**src/rtl/turbo_dec_pkg.sv**
```systemverilog
// Shared turbo-decoder definitions: sequencer state encoding and address/Q-vector sizes.
package turbo_dec_pkg;

    localparam int AW       = 13;   // mirrors `Data_Addr_width
    localparam int ITER_W   = 4;
    localparam int QF_LANES = 8;
    localparam int QF_W     = 3;
    localparam int QF_VEC_W = QF_LANES * QF_W;

    typedef enum logic [2:0] {
        ST_IDLE  = 3'd0,
        ST_INIT  = 3'd1,
        ST_RUN   = 3'd2,
        ST_DRAIN = 3'd3,
        ST_DONE  = 3'd4
    } seq_state_t;

endpackage

```
**src/rtl/turbo_seq_cnt.sv**
```systemverilog
// Loadable terminal-count counter: counts 0..term while enabled, wraps to 0 after term.
module turbo_seq_cnt #(
    parameter int W = 8
) (
    input  logic         clk,
    input  logic         reset,
    input  logic         clr,
    input  logic         en,
    input  logic [W-1:0] term,
    output logic [W-1:0] cnt,
    output logic         at_term
);

    assign at_term = (cnt == term);

    // Count register; clear has priority over enable.
    always_ff @(posedge clk) begin
        if (reset || clr) begin
            cnt <= '0;
        end else if (en) begin
            cnt <= at_term ? '0 : cnt + W'(1);
        end
    end

endmodule

```
**src/rtl/turbo_halfiter_seq_ctrl.sv**
```systemverilog
// Half-iteration sequencer for the turbo-decoder read-address calculator.
// Handshake: a request is taken on a cycle where start=1 and ready=1 (ready is high
// only in IDLE); start at any other time is ignored, and abort on the same cycle wins.
module turbo_halfiter_seq_ctrl #(
    parameter int AW        = 13,
    parameter int ITER_W    = 4,
    parameter int DRAIN_CYC = 6
) (
    input  logic                                 clk,
    input  logic                                 reset,
    input  logic                                 start,
    input  logic                                 abort,
    input  logic [AW-1:0]                        cfg_blk,
    input  logic [ITER_W-1:0]                    cfg_maxIter,
    input  logic [AW-1:0]                        cfg_RfInit,
    input  logic [turbo_dec_pkg::QF_VEC_W-1:0]   cfg_QfInit,
    input  logic                                 early_stop,
    output logic                                 ready,
    output logic                                 Init_flag,
    output logic                                 decMode,
    output logic [AW-1:0]                        blockSize,
    output logic [AW-1:0]                        Req_A_Init,
    output logic [AW+turbo_dec_pkg::QF_VEC_W-1:0] Req_RQ_Init,
    output logic                                 rd_valid,
    output logic [AW-1:0]                        addr_cnt,
    output logic [ITER_W-1:0]                    iter_cnt,
    output logic                                 done,
    output logic                                 cfg_err,
    output logic [2:0]                           dbg_state
);

    import turbo_dec_pkg::*;

    localparam int DW = (DRAIN_CYC > 1) ? $clog2(DRAIN_CYC) : 1;
    localparam logic [DW-1:0] DRAIN_TERM = DW'(DRAIN_CYC - 1);

    seq_state_t              state_q, state_d;
    logic                    half_q, half_d;
    logic                    stop_q, stop_d, stop_now;
    logic [ITER_W-1:0]       iter_d;
    logic [ITER_W-1:0]       max_iter_q;
    logic [AW-1:0]           rf_q;
    logic [QF_VEC_W-1:0]     qf_q;
    logic                    latch_cfg, cfg_err_d;
    logic [ITER_W:0]         iter_inc, max_eff;
    logic [AW-1:0]           addr_term;
    logic                    addr_at_term, drain_at_term;
    logic [DW-1:0]           drain_cnt;

    assign Req_A_Init  = '0;
    assign Req_RQ_Init = {rf_q, qf_q};
    assign addr_term   = blockSize - AW'(1);
    assign dbg_state   = state_q;

    turbo_seq_cnt #(.W(AW)) u_addr_cnt (
        .clk     (clk),
        .reset   (reset),
        .clr     (abort || (state_q != ST_RUN)),
        .en      (state_q == ST_RUN),
        .term    (addr_term),
        .cnt     (addr_cnt),
        .at_term (addr_at_term)
    );

    turbo_seq_cnt #(.W(DW)) u_drain_cnt (
        .clk     (clk),
        .reset   (reset),
        .clr     (abort || (state_q != ST_DRAIN)),
        .en      (state_q == ST_DRAIN),
        .term    (DRAIN_TERM),
        .cnt     (drain_cnt),
        .at_term (drain_at_term)
    );

    // Next-state, half/iteration bookkeeping and sticky early-stop flag.
    always_comb begin
        state_d   = state_q;
        half_d    = half_q;
        iter_d    = iter_cnt;
        latch_cfg = 1'b0;
        cfg_err_d = 1'b0;
        iter_inc  = {1'b0, iter_cnt} + (ITER_W+1)'(1);
        max_eff   = (max_iter_q == '0) ? (ITER_W+1)'(1) : {1'b0, max_iter_q};
        stop_now  = stop_q | (early_stop & half_q &
                              ((state_q == ST_RUN) || (state_q == ST_DRAIN)));
        stop_d    = stop_now;
        case (state_q)
            ST_IDLE: begin
                if (start) begin
                    if (cfg_blk != '0) begin
                        latch_cfg = 1'b1;
                        half_d    = 1'b0;
                        iter_d    = '0;
                        stop_d    = 1'b0;
                        state_d   = ST_INIT;
                    end else begin
                        cfg_err_d = 1'b1;
                    end
                end
            end
            ST_INIT: state_d = ST_RUN;
            ST_RUN: begin
                if (addr_at_term) state_d = ST_DRAIN;
            end
            ST_DRAIN: begin
                if (drain_at_term) begin
                    if (!half_q) begin
                        half_d  = 1'b1;
                        state_d = ST_INIT;
                    end else begin
                        iter_d = iter_inc[ITER_W-1:0];
                        if (stop_now || (iter_inc >= max_eff)) begin
                            state_d = ST_DONE;
                        end else begin
                            half_d  = 1'b0;
                            stop_d  = 1'b0;
                            state_d = ST_INIT;
                        end
                    end
                end
            end
            ST_DONE: state_d = ST_IDLE;
            default: state_d = ST_IDLE;
        endcase
        if (abort) begin
            state_d   = ST_IDLE;
            half_d    = half_q;
            iter_d    = iter_cnt;
            stop_d    = stop_q;
            latch_cfg = 1'b0;
            cfg_err_d = 1'b0;
        end
    end

    // State, latched configuration and registered outputs decoded from the next state.
    always_ff @(posedge clk) begin
        if (reset) begin
            state_q    <= ST_IDLE;
            half_q     <= 1'b0;
            stop_q     <= 1'b0;
            iter_cnt   <= '0;
            max_iter_q <= '0;
            blockSize  <= '0;
            rf_q       <= '0;
            qf_q       <= '0;
            ready      <= 1'b1;
            Init_flag  <= 1'b0;
            decMode    <= 1'b0;
            rd_valid   <= 1'b0;
            done       <= 1'b0;
            cfg_err    <= 1'b0;
        end else begin
            state_q   <= state_d;
            half_q    <= half_d;
            stop_q    <= stop_d;
            iter_cnt  <= iter_d;
            if (latch_cfg) begin
                blockSize  <= cfg_blk;
                max_iter_q <= cfg_maxIter;
                rf_q       <= cfg_RfInit;
                qf_q       <= cfg_QfInit;
            end
            ready     <= (state_d == ST_IDLE);
            Init_flag <= (state_d == ST_INIT);
            rd_valid  <= (state_d == ST_RUN);
            done      <= (state_d == ST_DONE);
            cfg_err   <= cfg_err_d;
            if (state_d == ST_INIT) decMode <= half_d;
        end
    end

endmodule

```
**config.mk**
```make
export PLATFORM = sky130hd
export DESIGN_NAME = turbo_halfiter_seq_ctrl
export DESIGN_NICKNAME = d
export VERILOG_FILES = /design/src/rtl/turbo_dec_pkg.sv /design/src/rtl/turbo_seq_cnt.sv /design/src/rtl/turbo_halfiter_seq_ctrl.sv
export SDC_FILE = /design/constraint.sdc
export NUM_CORES = 1
export LEC_CHECK = 0
export ABC_AREA = 1
export ABC_CLOCK_PERIOD_IN_PS = 2500
export BUFFER_PORTS_ARGS = -buffer_cell sky130_fd_sc_hd__buf_4
export CORE_ASPECT_RATIO = 0.5
export CORE_MARGIN = 2
export CORE_UTILIZATION = 50
export CTS_CLUSTER_DIAMETER = 80
export DETAILED_ROUTE_END_ITERATION = 7
export PLACE_DENSITY_LB_ADDON = 0.3
export SYNTH_ARGS = -nofsm -noshare
export SYNTH_HDL_FRONTEND = slang
export SYNTH_SLANG_ARGS = --single-unit
```
**constraint.sdc**
```tcl
create_clock -name clk -period 2.5 [get_ports clk]
set_input_delay 0.25 -clock clk [delete_from_list [all_inputs] [get_ports clk]]
set_output_delay 0.25 -clock clk [all_outputs]
set_load 0.05 [all_outputs]
```
# Word level (Yosys, flattened, before mapping)
# Index checks and enable logic that the tools add are counted.
# totals
inputBits	59
reg_bits	85
out_inout_bits	89
elab_cells	88
# classes
eq_ne	14
n_mux	34
n_bitwise	6
add_sub_neg	4
n_reduce_logical	13
order_cmp	1
# ops
cell	n
3-bit two-way mux	8
4-bit two-way mux	5
1-bit two-way mux	16
13-bit by 1-bit adder with 13-bit output, second input constant	1
13-bit == test	1
13-bit two-way mux	1
13-bit nonzero test	1
13-bit by 1-bit subtractor with 13-bit output, second input constant	1
3-bit one-hot mux with 4 select lines	1
3-bit by 2-bit == test with 1-bit output, second input constant	3
2-bit != test, second input constant	4
4-bit one-hot mux with 2 select lines	1
3-bit by 1-bit == test with 1-bit output, second input constant	2
3-bit == test, second input constant	2
3-bit logical NOT	2
1-bit logical OR	6
3-bit by 2-bit != test with 1-bit output, second input constant	2
6-bit AND reduction	1
4-bit by 1-bit adder with 5-bit output, second input constant	1
5-bit by 4-bit greater-or-equal comparator with 1-bit output	1
4-bit logical NOT	1
1-bit one-hot mux with 2 select lines	2
4-bit OR reduction	1
3-bit by 1-bit adder with 3-bit output, second input constant	1
4 further kinds	7

# Longest topological paths before layout
# Gate-level depths: netlist (run 1).
# depth
depth_word	11
ltp_mapped	18
depth_no_buf	18

# Hierarchy
# Synthesis (run 1) repeated with hierarchy kept, for this count alone.
# hier_totals
cells_unflattened	568
hier_area_um2	4101.4
# modules_own_cells
mod	area_per_inst_um2	seq_area_each_um2	cells_each	n_inst
turbo_halfiter_seq_ctrl	2996.6	1381.3	400	1
turbo_seq_cnt at u_addr_cnt	919.6	260.2	142	1
turbo_seq_cnt at u_drain_cnt	185.2	60.1	26	1

# Worst setup path after synthesis (run 1)
# OpenSTA, ideal clock, no wires.
# synth_timing
path_type	register to register
from	reg blockSize[0]
to	reg u_addr_cnt.cnt[0]
stages_incl_launch_ff	16
path_slack_ns	0.263
setup_time_ns	0.141
path_buffers	1
t_required_ns	2.359
t_arrival_ns	2.096
synth_period_minus_slack_ns	2.237
cell_sequence	dfxtp_1 > inv_2 > ha_1 > nand2_1 > inv_1 > nor2_1 > nand2_1 > nor2_1 > nand2_1 > nor2_1 > nand3_2 > nor2_2 > nand2_1 > nand2_1 > buf_2 > nor2_1
# synth_between
elab_chain_cells	3
# synth_rtl
item	line_no	source
start, declared	turbo_halfiter_seq_ctrl.sv:21	output logic [AW-1:0] blockSize,
start signal, assigned	turbo_halfiter_seq_ctrl.sv:158	blockSize <= cfg_blk;
13-bit by 1-bit subtractor with 13-bit output	turbo_halfiter_seq_ctrl.sv:52	assign addr_term = blockSize - AW'(1);
13-bit == test	turbo_seq_cnt.sv:14	assign at_term = (cnt == term);
13-bit two-way mux	turbo_seq_cnt.sv:21	cnt <= at_term ? '0 : cnt + W'(1);
end signal, assigned	turbo_seq_cnt.sv:21	
end, declared	turbo_seq_cnt.sv:10	output logic [W-1:0] cnt,
# Every way passes these cells.
# A chain may end at the register's enable or synchronous reset.

# Worst setup path in the final report (run 1)
# layout_timing
from	reg blockSize[0]
to	reg u_addr_cnt.cnt[11]
# Same word-level chain as after synthesis.

==> metrics.yaml, run 1 <==
cp_cell_sequence: "inv_2, ha_1, nand2_1, inv_1, nor2_1, nand2_1, nor2_1, nand2_1, nor2_1, nand3_2, nor2_2, nand2_1, nand2_1, nor2_1"
worstPathArrival_ps: 2320
worst_hold_path_type: "input port to flop"
clock_latency_ps: 340
die_x_um: 132.3
status: "finished clean"
syn-cell-area_um2: 4115
power_density_nw_per_um2: 624.4
drv_slew: 0
critPathTopFamily: "simple AND/OR/NAND/NOR gates"
postLayoutCoreUtil: 0.6860
drt-total-wl_um: 10700
stdcell_count: 815
synth.area.top_cells: "dfxtp_1, nand2_1, a21oi_1"
synth_top_area_cell: "dfxtp_1"
cts_hold_buf: 0
required_ps: 2710
end_kind: "flop"
grt_pass1_vias: 3636
cts_tree: "built"
setup_viol: 0
die_h_um: 68.15
yosysMostFrequentCell: "nand2_1"
start_kind: "flop"
cp_max_fo: 11
area_growth_pct: 33.35
routed-via-count: 4066
hold_viol: 0
setup_tns_ps: 0
path_depth: 14
viasPerCell: 4.989
synth_commonest_cells: "nand2_1, dfxtp_1, a21oi_1"
yosys_warnings: 0
layout_min_cycle_time_ps: 2113
drtIter0Drc: 277
cts-root-buf: "clkbuf_16"
synth.distinct_cells: 39
synthArstFlopShare: 0
antenna_found_initial: 0
worstSetupPathType: "flop to flop"
maxSlewHeadroom: 0.6188
start_util: 0.5144
grt_usage: 0.2360
hpwlAfterDp_um: 7757
grt_overflow_total: 0
wl_per_cell_um: 13.12
hold_depth: 2
ys_seq_area_frac: 0.4135
drc: 0
critPathMaxStageDelay_ps: 400
grt_max_degree: 45
design.core.area_um2: 8000
slowest_stage: "dfxtp_1"
p_leak_uw: 0.002537
cpMostUsedCell: "nand2_1"
synth_edf_count: 0
ir_worst_vdd_uv: 421.4
clk_pin_slew_worst_paths_ps: 60
routabilityCongestion: 0.8672
dr.pass1.iters: 5
cts.path.max_buffers: 2
critPathBufInv: 2
synth_area_per_cell_um2: 7.258
rsz0062_at_grt: "no"
post-cts-setup-buffer-count: 0
fp-row-count: 23
yosysTopAreaCellShare: 0.4135
rr_worst_depth: 14
maxCapViolCount: 0
n_antenna_cell: 0
drt.antenna.violating_nets: 0
cts-resized-gates: 0
portBuffers: 134
grt_pass1_wl_um: 16910
syn_inst: 567
period_share: 0.8452
die-area_um2: 9016
final_layout_size_suffix_gt1_frac: 0.2831
layout.nets: 765
fmax_mhz: 473.3
fin_skew_ps: 9.305
ys_ff_latch: 85
worstMarginPinSlew_ps: 569.8
clock_sinks: 85
synth_flop_cell: "dfxtp_1"
io_pins: 148
dp_cells: 800
cts-htree-levels: 3
numCtsBuffers: 9
## metrics by stage
stage	hold WS [ps]	total power [uW]	setup WS, ps	area, um^2
detailed placement	450.8	2213	404.2	5214
finish	144.4	3426	387.0	5488
global placement	437.4	2204	497.3	5214
global route	150.3	3571	182.9	5488
CTS	129.6	3454	396.6	5488
floorplan	398.0	1996	262.6	4160
## cells by family (layout without fill, tap and decap cells)
logic type	count (synthesis)	in the layout	share of synthesized area
AND/OR/NAND/NOR	271	271	0.3089
buffers and inverters	97	221	0.1022
AO/OA/AOI/OAI	86	86	0.1107
flip-flops	85	85	0.4135
XOR/XNOR	20	20	0.04257
adder cells (fa/ha/maj)	7	7	0.02128
other	1	13	0.0009113
## power by group
group / internal (uW) / total, uW / switching (uW) / leakage, uW
sequential: 1410 / 1450 / 44.1 / 0.000692
clock: 696 / 1240 / 541 / 0.000135
combinational: 249 / 737 / 488 / 0.00171
total: 2350 / 3430 / 1070 / 0.00254
## per-layer routing
metal | vias up | share of wire | GRT usage
met4 | 0 | 0.0079 | 0.06183
met2 | 128 | 0.49 | 0.4186
li1 | 2054 | - | -
met5 | - | 0 | 0
met3 | 10 | 0.067 | 0.07037
met1 | 1874 | 0.44 | 0.2880
## registers in the layout (all words and copies together) (netlist names), 3 cells and up
name,count
blockSize,13
u_addr_cnt.cnt,13
iter_cnt,4
rf_q,13
max_iter_q,4
qf_q,24
dbg_state,3
u_drain_cnt.cnt,3
## layout by cell type (no fill, tap or decap), types with 2 or more instances in the layout
cell,Yosys,final
buf_4,13,144
nand2_1,114,113
dfxtp_1,85,85
a21oi_1,61,61
nor2_1,58,58
nand3_1,58,58
inv_1,53,53
o21ai_0,16,16
conb_1,1,13
xor2_1,12,12
nor2_2,10,10
clkbuf_16,0,9
xnor2_1,8,8
ha_1,7,7
inv_2,5,5
nand2_2,4,5
nor3_2,4,4
nand4_1,4,4
nor2_4,4,4
nor3_1,4,4
nand3_2,4,4
clkinv_2,1,3
clkinv_1,2,2
o21ai_1,2,2
## layout make-up
cell class	count	area, um^2
clock buffers	10	239.0
clock inverters	5	35.03
fillers	683	2512
inverters	61	230.2
multi-input cells	397	2041
flip-flops and latches	85	1702
well taps	112	140.1
repair buffers	145	1101
## worst paths after layout
path | from | endpoint | slack (ps)
max | blockSize[0] | u_addr_cnt.cnt[11] | 390
min | reset | blockSize[11] | 140
max reg2reg | blockSize[0] | u_addr_cnt.cnt[11] | 390
min reg2reg | rf_q[2] | rf_q[2] | 460
Note: power is estimated with default switching activity, not from simulation.
==> run 2: changes to the inputs <==
ABC_CLOCK_PERIOD_IN_PS = 1800   (was 2500)
CORE_UTILIZATION = 45   (was 50)
clock period = 1.8 ns   (was 2.5 ns; I/O delays follow)
==> run 2 against run 1 <==
The flow now finishes with violations (setup timing). Critical path type unchanged. Utilization is 2.5 points lower. Via count is 0.66% higher. Clock power is 34% higher. Hold slack worse by 72 ps. Clock skew is 0.71 ps lower. Largest cell class unchanged.
==> metrics.yaml, run 2 (same netlist as run 1, synthesis figures left out) <==
routabilityCongestion: 0.8629  # -0.50%
numCtsBuffers: 9  # unchanged
status: "finished with violations"
final_layout_size_suffix_gt1_frac: 0.3552  # +0.07217
viasPerCell: 4.919  # -1.4%
dr.pass1.iters: 4  # -1
post_dp_cell_area_um2: 5418  # +3.9%
multi_input_area_um2: 2200  # +7.8%
end_kind: "flop"
wl_per_cell_um: 13.22  # +0.73%
stdcell_count: 832  # +2.1%
layout.nets: 777  # +1.6%
area_growth_pct: 41.35
worstPathArrival_ps: 2120  # -200 ps
required_ps: 2030  # -680 ps
layout_commonest_cell: "buf_4"
worstSetupStartpoint: "max_iter_q[1]"
ir_worst_vdd_uv: 551.2  # +31%
n_fill_cell: 764  # +12%
seq_area_um2: 1742  # +2.4%
timing.final.ws_setup_ps: -87.40  # -474.4 ps
die_h_um: 71.62  # +5.1%
routed-via-count: 4093  # +0.66%
worstSetupPathType: "flop to flop"
drv_slew: 0  # unchanged
power_density_nw_per_um2: 822.4  # +32%
grt_usage: 0.2217  # -0.01428
use_met1: 0.2827  # -0.005241
cts_tree: "built"
fp-row-count: 24  # +4.3%
design.core.area_um2: 8798  # +10%
p_leak_uw: 0.002630  # +3.6%
rsz0062_at_grt: "yes"
drtIter0Drc: 215  # -22%
fmax_mhz: 529.8  # +12%
clk_pin_slew_worst_paths_ps: 60  # about the same
postLayoutCoreUtil: 0.6611  # -0.02484
top_usage_layer: "met2"
fin_skew_ps: 8.596  # -0.7091 ps
maxCapViolCount: 0  # unchanged
violations: "setup timing"
holdWs_ps: 72.02  # -72.37 ps
worstMarginPinSlew_ps: 500.9  # -68.91 ps
setup_viol: 4  # +4
top_register: "qf_q"
cts-htree-levels: 3  # unchanged
worst_hold_path_type: "input port to flop"
met2_usage: 0.3617  # -0.05696
drc: 0  # unchanged
largest_register_ffs: 24  # unchanged
cp_max_fo: 2  # -9
n_antenna_cell: 0  # unchanged
drt.antenna.violating_nets: 0  # unchanged
clock_latency_ps: 340  # about the same
portBuffers: 134  # unchanged
final_area_um2: 5817  # +6.0%
period_share: 1.049  # +0.2034
die-area_um2: 9972  # +11%
die_x_um: 139.2  # +5.2%
min-delay-start: "reset"
reg2reg_from: "max_iter_q[1]"
drt-total-wl_um: 11000  # +2.8%
post-cts-setup-buffer-count: 0  # unchanged
cts_hold_buf: 0  # unchanged
antenna_found_initial: 0  # unchanged
dp_cells: 817  # +2.1%
hold_viol: 0  # unchanged
dp_slack_ps: -115.9  # -520.1 ps
hpwlAfterDp_um: 7985  # +2.9%
cts.path.max_buffers: 2  # unchanged
layout_min_cycle_time_ps: 1887  # -225.6 ps
grt_overflow_total: 0  # unchanged
maxSlewHeadroom: 0.6661  # +0.04729
cts-root-buf: "clkbuf_16"
grt_max_degree: 45  # unchanged
start_util: 0.4677  # -0.04667
start_kind: "flop"
grt_use_met3: 0.06818  # -0.002189
final_cell_mix: "buf_4, nand2_1, dfxtp_1"
io_pins: 148  # unchanged
clock_sinks: 85  # unchanged
grt_pass1_wl_um: 17620  # +4.2%
grt_pass1_vias: 3714  # +2.1%
run 2: worst paths after layout:
kind	to	slack, ps	cells past startpoint
worst max-delay path	decMode	-90	16
worst min-delay path	blockSize[6]	70	2
worst max register to register	decMode	-90	16
worst min register to register	u_addr_cnt.cnt[0]	450	1
run 2: cell type report:
class / instances / area share
multi-input combinational: 397 / 0.3781
sequential: 85 / 0.2994
timing repair buffer: 157 / 0.2125
inverter: 61 / 0.04044
clock buffer: 11 / 0.04001
tap: 117 / 0.02517
clock inverter: 4 / 0.004302
run 2: timing repair:
action,4_1_cts,5_1_grt
setup endpoints to repair,18,67
resized for setup,4,31
pin swaps,7,10
run 2: critical path, cell delays in order (launching register included):
cell and delay [ps]:
dfxtp_2 330, o31ai_4 290, ha_4 250, inv_2 40, nand2_2 30, nand2_1 50
nand2_1 40, nand2_1 50, nand2_1 50, nand2_1 70, nand3_1 60, nand2_1 60
nand2_1 60, a21oi_2 160, nand4_1 100, nand2_1 80, nor2_1 50
run 2: report_power, final:
group,internal [uW],switching (uW)
logic,390,716
clock network,926,737
registers,1950,61.0
total,3270,1510
run 2: per-stage QoR:
step,setup TNS [ps],power [uW]
finish,-176.5,4784
global placement,-115.4,3083
detailed placement,-587.8,3097
floorplan,-295.0,2780
CTS,-169.7,4763
global route,-2091,5003
run 2: routing by layer:
layer / vias to the layer above / share of wire
met5: - / 0
met4: 0 / 0.020
met3: 21 / 0.059
met2: 117 / 0.47
met1: 1872 / 0.45
li1: 2083 / -
